<file path="src/rtl/rk16_pkg.sv">
// Shared RK16 definitions: decoder stage codes, opcodes and the fetch sequencer state type.
package rk16_pkg;

  localparam logic [3:0] STG0 = 4'b0001;
  localparam logic [3:0] STG1 = 4'b0010;
  localparam logic [3:0] STG2 = 4'b0100;
  localparam logic [3:0] STG3 = 4'b1000;
  localparam logic [3:0] STG_NONE = 4'b0000;

  localparam int OPCODE_W = 4;
  localparam logic [OPCODE_W-1:0] OP_CALC  = 4'h0;
  localparam logic [OPCODE_W-1:0] OP_CALCI = 4'h1;
  localparam logic [OPCODE_W-1:0] OP_LOAD  = 4'h2;
  localparam logic [OPCODE_W-1:0] OP_STORE = 4'h3;
  localparam logic [OPCODE_W-1:0] OP_CALIF = 4'h4;

  typedef enum logic [2:0] {
    ST_FETCH = 3'd0,
    ST_S0    = 3'd1,
    ST_S1    = 3'd2,
    ST_S2    = 3'd3,
    ST_S3    = 3'd4,
    ST_HALT  = 3'd5
  } fetch_state_e;

  // FETCH and HALT present no stage to the decoder.
  function automatic logic [3:0] stage_of(input fetch_state_e st);
    case (st)
      ST_S0:   stage_of = STG0;
      ST_S1:   stage_of = STG1;
      ST_S2:   stage_of = STG2;
      ST_S3:   stage_of = STG3;
      default: stage_of = STG_NONE;
    endcase
  endfunction

endpackage

</file>
<file path="src/rtl/fetch_seq_pc_next.sv">
// Next-PC selection: control-flow target or sequential increment wrapping at 2^PC_W.
module pc_next #(
  parameter int PC_W = 16
) (
  input  logic [PC_W-1:0] pc,
  input  logic            jump_en,
  input  logic [PC_W-1:0] jump_addr,
  output logic [PC_W-1:0] pc_nxt
);

  localparam logic [PC_W-1:0] PC_INC = PC_W'(1);

  assign pc_nxt = jump_en ? jump_addr : pc + PC_INC;

endmodule

</file>
<file path="src/rtl/fetch_seq.sv">
// RK16 instruction fetch and stage sequencer: fetches one word per instruction,
// walks the decoder through STG0..STG3 and commits the next PC at the end of STG3.
module fetch_seq
  import rk16_pkg::*;
#(
  parameter int              PC_W     = 16,
  parameter logic [PC_W-1:0] RESET_PC = '0
) (
  input  logic            clk,
  input  logic            rst_n,
  output logic            imem_req,
  output logic [PC_W-1:0] imem_addr,
  input  logic            imem_ack,
  input  logic [31:0]     imem_rdata,
  input  logic            halt,
  input  logic            jump_en,
  input  logic [PC_W-1:0] jump_addr,
  output logic [31:0]     inst,
  output logic [3:0]      stage,
  output logic [PC_W-1:0] pc,
  output logic            retire
);

  fetch_state_e state, next_state;
  logic            req_q;
  logic            accept;
  logic [PC_W-1:0] pc_nxt;

  pc_next #(.PC_W(PC_W)) u_pc_next (
    .pc        (pc),
    .jump_en   (jump_en),
    .jump_addr (jump_addr),
    .pc_nxt    (pc_nxt)
  );

  // Only an ack seen while the request is actually up counts as the fetch.
  assign accept    = (state == ST_FETCH) && req_q && imem_ack;
  assign imem_req  = req_q;
  assign imem_addr = pc;

  always_comb begin
    next_state = state;
    case (state)
      ST_FETCH: if (accept) next_state = ST_S0;
      ST_S0:    next_state = ST_S1;
      ST_S1:    next_state = ST_S2;
      ST_S2:    next_state = ST_S3;
      ST_S3:    next_state = halt ? ST_HALT : ST_FETCH;
      ST_HALT:  if (!halt) next_state = ST_FETCH;
      default:  next_state = ST_FETCH;
    endcase
  end

  // Outputs are registered from next_state so they line up with the state register.
  always_ff @(posedge clk or negedge rst_n) begin
    if (!rst_n) begin
      state  <= ST_FETCH;
      req_q  <= 1'b0;
      stage  <= STG_NONE;
      retire <= 1'b0;
      inst   <= 32'h0;
      pc     <= RESET_PC;
    end else begin
      state  <= next_state;
      req_q  <= (next_state == ST_FETCH);
      stage  <= stage_of(next_state);
      retire <= (next_state == ST_S3);
      if (accept) inst <= imem_rdata;
      if (state == ST_S3) pc <= pc_nxt;
    end
  end

endmodule

</file>
<file path="config.mk">
export PLATFORM = sky130hd
export DESIGN_NAME = fetch_seq
export DESIGN_NICKNAME = d
export VERILOG_FILES = /design/src/rtl/rk16_pkg.sv /design/src/rtl/fetch_seq_pc_next.sv /design/src/rtl/fetch_seq.sv
export SDC_FILE = /design/constraint.sdc
export NUM_CORES = 1
export LEC_CHECK = 0
export CORE_MARGIN = 2
export CORE_UTILIZATION = 38
export DETAILED_ROUTE_END_ITERATION = 10
export GPL_TIMING_DRIVEN = 0
export PLACE_DENSITY = 0.76
export REMOVE_ABC_BUFFERS = 1
export SKIP_LAST_GASP = 1
export SYNTH_ARGS = -nofsm -noshare
export SYNTH_HDL_FRONTEND = slang
export SYNTH_HIERARCHICAL = 1
export SYNTH_SLANG_ARGS = --single-unit
</file>
<file path="constraint.sdc">
create_clock -name clk -period 2 [get_ports clk]
set_clock_uncertainty 0.2 [all_clocks]
set_input_delay 0.3 -clock clk [delete_from_list [all_inputs] [get_ports clk]]
set_output_delay 0.3 -clock clk [all_outputs]
set_load 0.01 [all_outputs]
</file>
==> flow_summary.ini <==
[status]
status = completed

[routing]
avgRoutedWirePerCell_um = 14.8
drt_first_iter_violations = 79
dr.pass1.iters = 4
wirelength_um = 6450
detail_route.drc_violations = 0
via_count = 2039
antenna_violating_nets_remaining = 0
vias_per_cell = 4.68

[worst_setup_path]
startpoint_type = register
critical-path-slowest-cell = dfrtp_2
critPathCaptureType = register
r2r_end = imem_addr[14]
critical_path_depth = 6
timing.critical_path.from = imem_addr[1]
worstRegToRegCells = 6
cp_data_required_time_ns = 1.99
worst-endpoint-arrival_ns = 1.94
crit_fanout = 5
critical-path-top-delay-family = simple AND/OR/NAND/NOR gates
critical_path_class = register to register
critical_path_end = imem_addr[14]
timing.reg2reg.setup_slack_ns = 0.05
rr_startpoint = imem_addr[1]
critPathBufInv = 0
crit_path_max_incr_delay_ns = 0.40
crit_chain = ha_2, nand4_4, nor4_2, xnor2_1, o21ai_1, mux2_2

[finish]
final_net_count = 391
diodes = 0
final_cell_count_no_fill = 436
drive_above_1_share_pct = 29.4
syn2layout_area_growth_pct = 51.1
postLayoutCellArea_um2 = 4310

[die]
die_x_extent_um = 90.7
placementRows = 31
coreArea_um2 = 7250
design.portCount = 123
floorplan.die_area_um2 = 8220
initial_utilization_pct = 39.3
height_of_the_chip_um = 90.7

[global_routing]
grt-ovfl-total = 0
grt_antenna_before_repair = 0
wire_length_of_the_first_global_routing_pass_um = 10300
pin_count_of_the_biggest_net_entering_global_routing = 35
vias_in_the_first_global_route = 2038
grtUsageTotal_pct = 15.3

[sta]
tightestPinTransition_ns = 0.947
hold_violations = 0
setup-violations-final = 0
clock.fmax_mhz = 514
finalCriticalPeriod_ns = 1.95
grt_setup_unrepaired = true
final_critical_path_share_of_the_clock_period_pct = 97.3
post-route-worst-setup-slack_ns = 0.0537
slew-limit-headroom_pct = 36.9
finalMaxSlewViolations = 0
whs_ns = 0.314
setup-tns-final_ns = 0

[place]
dp.final_hpwl_um = 4270
buffer_ports.inserted = 122
dpl_cell_area_um2 = 4000
routabilityCongestion = 0.739
preCtsSetupSlack_ns = -0.385
dp_cells = 413

[hold_path]
hold-path-cell-count = 1
timing.hold.worst.class = register to register

[job]
cap_violations = 0

[logic_synthesis]
yosys_warnings = 6
syn_area_per_cell_um2 = 13.1
ys_types = 29
yosys.area.top_type = dfrtp_1
synth_cells = 218
synth_top_flop_cell = dfrtp_1
postSynth.asyncResetShare_pct = 100
ys_seq_elements = 56
yosys-top-cells-area = dfrtp_1, mux2_4, mux2_2, buf_4, xnor2_1
synth_area_um2 = 2850
synth_top_cells_by_count = dfrtp_1, mux2_4, mux2_2
fraction_of_the_yosys_area_taken_by_sequential_cells_pct = 49.1
number_of_enable_type_register_cells_in_the_synthesized_netlist = 0
synthMostInstantiatedCell = dfrtp_1
share_of_yosys_cell_area_claimed_by_the_top_area_cell_type_pct = 49.1

[clocking]
cts_tree = yes
htree_levels = 2
cts_max_path_buffers = 2
cts_sinks = 56
clkSlewWorstSetupHoldPaths_ns = 0.09
worst_skew_pair.late_latency_ns = 0.30
master_cell_of_the_clock_root_buffer = clkbuf_8
cts_made_buffers = 5

[pwr]
standby_leakage_power_nw = 1.84
vdd.ir_drop.worst_v = 0.000733
cellPowerDensity_nw_per_um2 = 1490
cell families after synthesis:
family / Yosys count / share of synthesized area, %
adder cells (fa/ha/maj): 1 / 0.438
buffers and inverters: 32 / 8.02
AO/OA/AOI/OAI: 17 / 3.24
multiplexers: 51 / 23.9
AND/OR/NAND/NOR: 46 / 10.7
XOR/XNOR: 15 / 4.60
flip-flops: 56 / 49.1
per-layer routing:
| metal | vias up | part of all wire [%] | track usage [%] | wire, um |
|---|---|---|---|---|
| met1 | 970 | 44 | 19.8 | 2810 |
| met4 | 0 | 0.45 | 4.36 | 29 |
| met2 | 99 | 47 | 24.1 | 3010 |
| li1 | 968 | - | - | - |
| met5 | - | 0 | 0 | 0 |
| met3 | 2 | 9.4 | 5.68 | 603 |
sequential cells by signal, indices dropped and copies added, names as in the netlist:
name / cells
retire: 1
stage: 3
state: 3
imem_addr: 16
imem_req: 1
inst: 32
layout make-up:
class | count | area, um2
fillers | 602 | 2940
flip-flops and latches | 56 | 1420
repair buffers | 138 | 1380
multi-input cells | 131 | 1280
well taps | 99 | 124
clock buffers | 7 | 96.3
inverters | 5 | 18.8
worst min-delay path by stage:
stage | from | end | slack (ns)
floorplan | rst_n | imem_addr[0] | -0.20
global placement | inst[20] | inst[20] | 0.29
detailed placement | rst_n | imem_addr[3] | 0.13
CTS | inst[19] | inst[19] | 0.32
global route | inst[29] | inst[29] | 0.33
finish | inst[19] | inst[19] | 0.31
stage by stage:
stage	util (%)	power [mW]
3_3_place_gp	55.0	5.41
5_1_grt	59.5	6.81
4_1_cts	57.7	6.31
2_1_floorplan	-	3.75
6_report	59.5	6.43
3_5_place_dp	55.2	5.49
cell usage in the layout (no fill, tap or decap), types with 6 or more instances in the layout:
cell type,Yosys,final
dfrtp_2,0,12
mux2_2,22,22
clkdlybuf4s50_1,0,120
o21ai_1,6,6
o21ai_0,7,7
nand2_1,18,18
buf_4,19,12
mux2_4,29,29
clkbuf_8,0,7
dfrtp_1,56,44
xnor2_1,11,11
report_power, final:
part	switching (mW)	internal, mW	total, mW
sequential	0.584	1.71	2.29
combinational	1.20	2.28	3.48
clock	0.346	0.310	0.656
repair_timing:
| item | 4_1_cts | 5_1_grt |
|---|---|---|
| pin swaps | 1 | 1 |
| hold buffers | 1 | 0 |
| setup endpoints to repair | 48 | 23 |
| cloned | 1 | 0 |
| hold endpoints to repair | 22 | 0 |
| buffers inserted | 4 | 10 |
| gates resized for setup | 9 | 11 |
(Power assumes the default switching activity.)
